===== src/rtl/ser_frame_ctrl.sv =====
// Sequencer for the codec's external 9-bit load/shift register: accepts a word over
// valid/ready, loads it, then shifts it out MSB first with serial clock and frame strobe.
module ser_frame_ctrl #(
   parameter int unsigned WIDTH   = 9,
   parameter int unsigned CLK_DIV = 4,
   parameter int unsigned GAP     = 1
) (
   input  logic             Clk,
   input  logic             Reset,
   input  logic [WIDTH-1:0] Tx_Data,
   input  logic             Tx_Valid,
   output logic             Tx_Ready,
   output logic             Busy,
   output logic             Done,
   output logic             Reg_Load,
   output logic             Reg_Shift_En,
   output logic [WIDTH-1:0] Reg_D,
   input  logic             Reg_Shift_Out,
   output logic             Ser_Clk,
   output logic             Ser_Data,
   output logic             Ser_Frame
);

   localparam int unsigned DIV_W    = $clog2(CLK_DIV);
   localparam int unsigned BIT_W    = $clog2(WIDTH);
   localparam int unsigned GAP_W    = (GAP > 1) ? $clog2(GAP) : 1;
   localparam int unsigned GAP_LAST = (GAP > 0) ? GAP - 1 : 0;

   localparam logic [DIV_W-1:0] DIV_LAST = DIV_W'(CLK_DIV - 1);
   localparam logic [DIV_W-1:0] DIV_HALF = DIV_W'(CLK_DIV / 2);
   localparam logic [BIT_W-1:0] BIT_LAST = BIT_W'(WIDTH - 1);
   localparam logic [GAP_W-1:0] GAP_END  = GAP_W'(GAP_LAST);

   typedef enum logic [1:0] {
      S_IDLE  = 2'd0,
      S_SHIFT = 2'd1,
      S_GAP   = 2'd2
   } state_e;

   state_e           state_q, state_d;
   logic [DIV_W-1:0] div_q, div_d;
   logic [BIT_W-1:0] bit_q, bit_d;
   logic [GAP_W-1:0] gap_q, gap_d;
   logic             done_q, done_d;

   logic accept_c;
   logic div_last_c;
   logic bit_last_c;
   logic gap_last_c;

   assign accept_c   = Tx_Valid && (state_q == S_IDLE) && !Reset;
   assign div_last_c = (div_q == DIV_LAST);
   assign bit_last_c = (bit_q == BIT_LAST);
   assign gap_last_c = (gap_q == GAP_END);

   // State and counter registers
   always_ff @(posedge Clk) begin
      if (Reset) begin
         state_q <= S_IDLE;
         div_q   <= '0;
         bit_q   <= '0;
         gap_q   <= '0;
         done_q  <= 1'b0;
      end else begin
         state_q <= state_d;
         div_q   <= div_d;
         bit_q   <= bit_d;
         gap_q   <= gap_d;
         done_q  <= done_d;
      end
   end

   // Next-state and counter sequencing
   always_comb begin
      state_d = state_q;
      div_d   = div_q;
      bit_d   = bit_q;
      gap_d   = gap_q;
      done_d  = 1'b0;
      unique case (state_q)
         S_IDLE: begin
            div_d = '0;
            bit_d = '0;
            gap_d = '0;
            if (accept_c) begin
               state_d = S_SHIFT;
            end
         end
         S_SHIFT: begin
            if (div_last_c) begin
               div_d = '0;
               if (bit_last_c) begin
                  done_d  = 1'b1;
                  bit_d   = '0;
                  state_d = (GAP > 0) ? S_GAP : S_IDLE;
               end else begin
                  bit_d = bit_q + BIT_W'(1);
               end
            end else begin
               div_d = div_q + DIV_W'(1);
            end
         end
         S_GAP: begin
            if (div_last_c) begin
               div_d = '0;
               if (gap_last_c) begin
                  gap_d   = '0;
                  state_d = S_IDLE;
               end else begin
                  gap_d = gap_q + GAP_W'(1);
               end
            end else begin
               div_d = div_q + DIV_W'(1);
            end
         end
         default: begin
            state_d = S_IDLE;
            div_d   = '0;
            bit_d   = '0;
            gap_d   = '0;
         end
      endcase
   end

   // Handshake outputs pass through on the accept cycle; the rest decode registered state
   assign Tx_Ready     = (state_q == S_IDLE);
   assign Busy         = (state_q != S_IDLE);
   assign Done         = done_q;
   assign Reg_Load     = accept_c;
   assign Reg_D        = accept_c ? Tx_Data : '0;
   assign Ser_Frame    = (state_q == S_SHIFT);
   assign Ser_Clk      = Ser_Frame && (div_q >= DIV_HALF);
   assign Reg_Shift_En = Ser_Frame && div_last_c && !bit_last_c;
   assign Ser_Data     = Ser_Frame && Reg_Shift_Out;

endmodule


===== config.mk =====
export PLATFORM = sky130hd
export DESIGN_NAME = ser_frame_ctrl
export DESIGN_NICKNAME = d
export VERILOG_FILES = /design/src/rtl/ser_frame_ctrl.sv
export SDC_FILE = /design/constraint.sdc
export NUM_CORES = 1
export LEC_CHECK = 0
export CAP_MARGIN = 20
export CORE_MARGIN = 2
export CORE_UTILIZATION = 30
export CTS_CLUSTER_DIAMETER = 80
export DETAILED_ROUTE_END_ITERATION = 16
export PLACE_DENSITY = 0.6
export SLEW_MARGIN = 20
export SYNTH_ARGS = -nofsm -noshare
export SYNTH_HDL_FRONTEND = slang
export SYNTH_SLANG_ARGS = --single-unit

===== constraint.sdc =====
create_clock -name Clk -period 3.2 [get_ports Clk]
set_input_delay 0.64 -clock Clk [delete_from_list [all_inputs] [get_ports Clk]]
set_output_delay 0.64 -clock Clk [all_outputs]
set_load 0.05 [all_outputs]

==> impl_metrics.json, run 1 <==
{
  "outcome": "finished, final reports clean",
  "p_sw_share_pct": 36.8,
  "cts.repair.resized": 0,
  "detail_route.first_pass.iterations": 4,
  "first_global_vias": 588,
  "syn_area_um2": 622,
  "drive_gt1_share_pct": 16.8,
  "ys_seq_area_share_pct": 29.0,
  "vias": 642,
  "fp.coreArea_um2": 1960,
  "rsz0062_at_grt": "no",
  "intPower_uw": 233,
  "crit_chain": "inv_1, ha_1, nand2_1, nor2_1, clkdlybuf4s50_1",
  "worst-endpoint-arrival_ns": 2.09,
  "end_kind": "primary output",
  "track_usage_pct": 14.2,
  "clk_pin_slew_worst_paths_ns": 0.07,
  "syn_nets": 95,
  "drc_errors": 0,
  "setup_tns_ns": 0,
  "place_area_um2": 1050,
  "root_buffer": "clkbuf_4",
  "powerDensity_nw_per_um2": 342,
  "p_seq_share_pct": 32.0,
  "comb_power_share_pct": 43.0,
  "synth-seq-cells": 9,
  "clkPwrFrac_pct": 25.1,
  "cp.depth": 5,
  "avgSynthCellArea_um2": 8.40,
  "syn_inst": 74,
  "start_util_pct": 31.7,
  "wl_um": 1630,
  "htree_levels": 1,
  "clkSinkCount": 9,
  "post-cts-setup-buffers": 0,
  "fin_skew_ns": 0.00648,
  "grt_pass1_wl_um": 2630,
  "ant_nets": 0,
  "drt_iter0_drc": 3,
  "slowest_stage": "clkdlybuf4s50_1",
  "fin_area_um2": 1080,
  "viasPerCell": 4.79,
  "timing.final.crit_share_pct": 85.2,
  "max_freq_ghz": 0.367,
  "cpPeakStageDelay_ns": 0.81,
  "p_sw_uw": 136,
  "cts_buffer_depth": 2,
  "post-dp-hpwl_um": 1320,
  "fp.dieW_um": 49.5,
  "fin_nets": 129,
  "cap_violations": 0,
  "ys_types": 28,
  "irDropWorstVdd_mv": 0.190,
  "antenna_found_initial": 0,
  "grt_max_degree": 11,
  "cp_num_buf_inv": 2,
  "numCtsBuffers": 3,
  "finalPower_uw": 369,
  "drv_slew": 0,
  "worstPathRequired_ns": 2.56,
  "cts_hold_buffers": 0,
  "ys_warn_count": 0,
  "io_buffers": 29,
  "cp-start-kind": "register",
  "num_io_pins": 30,
  "cts_tree": "done",
  "relSlewSlack_pct": 66.3,
  "critPathKind": "register to primary output",
  "crit_family": "buffers and inverters",
  "dieHeight_um": 49.5,
  "holdPathStages": 1,
  "final-hold-violation-count": 0,
  "crit_fanout": 8,
  "min_period_ns": 2.73,
  "dieArea_um2": 2450,
  "p_leak_uw": 0.000431,
  "worst_slew_pin_slew_ns": 0.504,
  "area_growth_pct": 73.4,
  "num_rows": 16,
  "drt-wirelength-per-cell_um": 12.2,
  "n_antenna_cell": 0,
  "final-setup-viol-count": 0,
  "gr-total-overflow": 0,
  "hold_path_class": "register to register",
  "clk_latency_ns": 0.27,
  "gp_congestion": 0.692,
  "r2r_cells": 5
}
-- cells by family after synthesis --
logic type	after synthesis	synth area share (%)
fa+ha+maj	8	16.1
simple gates	34	32.4
flops	9	29.0
compound gates	15	17.7
buf+inv	8	4.83
-- power by group through the flow --
| stage | Combinational [uW] | Sequential, uW | Clock, uW |
|---|---|---|---|
| after floorplan | 92.0 | 120 | 0 |
| after global placement | 158 | 120 | 0 |
| after detailed placement | 160 | 121 | 0 |
| after CTS | 160 | 118 | 93.7 |
| after global routing | 168 | 118 | 99.6 |
| final | 159 | 118 | 92.5 |
-- placed cells by master, fill, tap and decap left out, drive strengths merged, types with 2 or more instances in the layout --
master,instances
clkdlybuf4s50,19
nor2,5
o21ai,3
a21oi,3
ha,8
and2,10
and3b,2
a221oi,2
nand3b,2
nand2b,2
nor2b,2
inv,7
buf,11
nand2,3
nand3,2
or4,2
dfxtp,9
clkbuf,4
-- worst paths after layout --
kind / start / endpoint / slack [ns]
hold / removal: div_q[0] / div_q[0] / 0.44
hold reg to reg: div_q[0] / div_q[0] / 0.44
setup reg to reg: state_q[1] / bit_q[2] / 1.57
setup / recovery: state_q[1] / Reg_Shift_En / 0.47
-- layer usage --
layer,GRT usage (%),vias up,share of wire (%)
met5,0,-,0
met4,6.94,0,2.2
met3,5.45,5,9.7
met2,23.1,28,45
met1,16.0,287,43
li1,-,322,-
-- Yosys cell counts (all sizes together) --
master,count,area [um2]
o21a,1,7.51
ha,8,100
a211o,1,8.76
or4,2,15.0
a221oi,2,23.8
a21oi,3,15.0
and3b,2,17.5
nor2,5,18.8
o2bb2ai,1,8.76
or3b,1,8.76
or3,1,6.26
a211oi,1,7.51
o31ai,1,7.51
a31oi,1,6.26
clkbuf,1,3.75
nand3b,2,15.0
o21ai,3,15.0
nand3,2,10.0
nand2,3,11.3
nand2b,2,12.5
and2,10,62.6
o21ba,1,10.0
nand4,1,6.26
nor3,1,5.00
inv,7,26.3
nor2b,2,12.5
dfxtp,9,180
-- final cells by class --
cell class / instances / area [um2]
Clock buffer: 4 / 26.3
Fill cell: 197 / 883
Inverter: 7 / 26.3
Multi-Input combinational cell: 57 / 414
Sequential cell: 9 / 180
Tap cell: 27 / 33.8
Timing Repair Buffer: 30 / 398
-- sequential cells by signal, indices dropped and copies added, names as in the netlist --
signal,cells
bit_q,4
div_q,2
state_q,2
Done,1
-- worst reg2reg max path, cell delays in order (launching register included) --
cell     delay (ns)
dfxtp_1        0.36
inv_1          0.09
ha_1           0.28
nor2b_1        0.23
or4_1          0.47
a21oi_1        0.13
-- through the flow --
| stage | setup WS, ns | cells | hold WS (ns) | utilization (%) |
|---|---|---|---|---|
| global route | 0.403 | 134 | 0.484 | 55.0 |
| detailed placement | 0.537 | 130 | 0.441 | 53.6 |
| floorplan | 0.0546 | 74 | 0.417 | - |
| global placement | 0.570 | 130 | 0.433 | 53.6 |
| finish | 0.474 | 134 | 0.444 | 55.0 |
| CTS | 0.461 | 134 | 0.451 | 55.0 |
Power figures use the tool's default switching activity.
==> inputs of run 2 (changes only) <==
--- a/config.mk
+++ b/config.mk
@@ -11,7 +11,7 @@
 export CTS_CLUSTER_DIAMETER = 80
 export DETAILED_ROUTE_END_ITERATION = 16
 export PLACE_DENSITY = 0.6
-export SLEW_MARGIN = 20
+export SLEW_MARGIN = 0
 export SYNTH_ARGS = -nofsm -noshare
 export SYNTH_HDL_FRONTEND = slang
 export SYNTH_SLANG_ARGS = --single-unit
==> results of run 2 <==
Final layout, timing and power as in run 1 (identical DEF).
==> inputs of run 3 (changes only) <==
--- a/config.mk
+++ b/config.mk
@@ -11,6 +11,7 @@
 export CTS_CLUSTER_DIAMETER = 80
 export DETAILED_ROUTE_END_ITERATION = 16
 export PLACE_DENSITY = 0.6
+export REMOVE_ABC_BUFFERS = 1
 export SLEW_MARGIN = 0
 export SYNTH_ARGS = -nofsm -noshare
 export SYNTH_HDL_FRONTEND = slang
==> run 3 against run 2 <==
Clock-buffer cell count did not move. First-iteration DRC count grew to 6.0 times the previous value. Critical path type unchanged. Sequential share of layout area shrank 0.077 points. Wire length increased by 2.7%. Power down 0.59%. Combinational power about the same. Global-route usage up 0.40 points. Hold slack worse by 0.0049 ns. Utilization rose by 0.26 points. Register-to-register slack is essentially flat. Die area unchanged.
==> impl_metrics.json, run 3 (synthesis results as in run 1) <==
{
  "io_buffers": 29,
  "cts.repair.resized": 0,
  "dieArea_um2": 2450,
  "post-cts-setup-buffers": 0,
  "drt-wirelength-per-cell_um": 12.4,
  "grt_max_degree": 11,
  "max_flop_register": "bit_q",
  "root_buffer": "clkbuf_4",
  "fp.dieW_um": 49.5,
  "clk_latency_ns": 0.27,
  "gr-total-overflow": 0,
  "n_antenna_cell": 0,
  "cap_violations": 0,
  "rsz0062_at_grt": "no",
  "setup.worst_path.end": "Reg_Shift_En",
  "r2r-start": "state_q[1]",
  "crit_fanout": 8,
  "ant_nets": 0,
  "min_period_ns": 2.73,
  "mostFrequentLayoutCells": "clkdlybuf4s50_1 (19), and2_1 (10), buf_12 (10)",
  "final-setup-viol-count": 0,
  "fp.coreArea_um2": 1960,
  "clkSinkCount": 9,
  "fin_area_um2": 1080,
  "htree_levels": 1,
  "first_global_vias": 585,
  "start_util_pct": 31.7,
  "p_leak_uw": 0.000436,
  "end_kind": "primary output",
  "cp-start-kind": "register",
  "vias": 655,
  "fin_nets": 130,
  "cts_tree": "done",
  "timing.final.crit_share_pct": 85.4,
  "relSlewSlack_pct": 66.0,
  "detail_route.first_pass.iterations": 4,
  "place_area_um2": 1060,
  "largest_reg_flops": 4,
  "cts_hold_buffers": 0,
  "cts_buffer_depth": 2,
  "grt_pass1_wl_um": 2760,
  "post-dp-hpwl_um": 1340,
  "max_freq_ghz": 0.366,
  "viasPerCell": 4.85,
  "dieHeight_um": 49.5,
  "timing.rr.end": "bit_q[2]",
  "fill_cells": 200,
  "worstPathRequired_ns": 2.56,
  "powerDensity_nw_per_um2": 339,
  "clk_pin_slew_worst_paths_ns": 0.06,
  "drc_errors": 0,
  "critPathKind": "register to primary output",
  "antenna_found_initial": 0,
  "outcome": "finished, final reports clean",
  "final_util_pct": 55.2,
  "rrSetupSlack_ns": 1.56,
  "irDropWorstVdd_mv": 0.233,
  "area_growth_pct": 74.2,
  "hold_path_class": "register to register",
  "num_io_pins": 30,
  "worst-endpoint-arrival_ns": 2.09,
  "gp_congestion": 0.765,
  "holdWs_ns": 0.439,
  "drt_iter0_drc": 18,
  "finalPower_uw": 367,
  "fin_skew_ns": 0.00204,
  "worst_slew_pin_slew_ns": 0.509,
  "r2r_cells": 5,
  "num_rows": 16,
  "drv_slew": 0,
  "cp-startpoint": "state_q[1]",
  "layout_commonest_cell": "clkdlybuf4s50_1",
  "final-hold-violation-count": 0,
  "track_usage_pct": 14.6,
  "numCtsBuffers": 3,
  "top_regs": "bit_q: 4 flops, div_q: 2 flops, state_q: 2 flops",
  "setup_tns_ns": 0,
  "wl_um": 1680,
  "drive_gt1_share_pct": 16.7
}
-- run 3: changes by cell type in the layout (fill, tap and decap cells not counted), sizes merged --
cell,before,now
buf,11,12
-- run 3: per-layer routing --
layer | part of all wire, % | vias up | track usage, % | routed length [um]
li1 | - | 327 | - | -
met4 | 0.30 | 0 | 2.78 | 5
met1 | 42 | 298 | 16.1 | 710
met5 | 0 | - | 0 | 0
met3 | 8.8 | 2 | 5.76 | 147
met2 | 49 | 28 | 26.2 | 814
-- run 3: worst min-delay path by stage --
stage / slack (ns) / startpoint / cells past startpoint / endpoint
2_1_floorplan: 0.42 / div_q[0] / 1 / div_q[0]
3_3_place_gp: 0.43 / div_q[0] / 1 / div_q[0]
3_5_place_dp: 0.44 / div_q[0] / 1 / div_q[0]
4_1_cts: 0.44 / div_q[0] / 1 / div_q[0]
5_1_grt: 0.47 / div_q[0] / 1 / div_q[0]
6_report: 0.44 / div_q[0] / 1 / div_q[0]
-- run 3: cell type report --
cell class	count	area (um2)	share of cell area, %
clock buffer	4	26.3	2.42
inverter	7	26.3	2.42
multi-input combinational	57	412	38.0
sequential	9	180	16.6
tap	27	33.8	3.12
timing repair buffer	31	405	37.4
-- run 3: worst max-delay path, cell delays in order, from the launching register on --
cell and delay [ns]:
dfxtp_1 0.33, inv_1 0.10, ha_1 0.31, nand2_1 0.16
nor2_1 0.11, clkdlybuf4s50_1 0.82
-- run 3: report_power, final --
group,internal [uW],switching [uW],leakage (uW)
clock,48.2,41.6,0.0000150
sequential,115,2.54,0.0000728
combinational,70.6,88.4,0.000349
-- run 3: through the flow --
step,worst slack (ns),std cells
after floorplan,-0.247,73
after global placement,0.571,131
after detailed placement,0.560,131
after CTS,0.453,135
after global routing,0.364,135
final,0.466,135
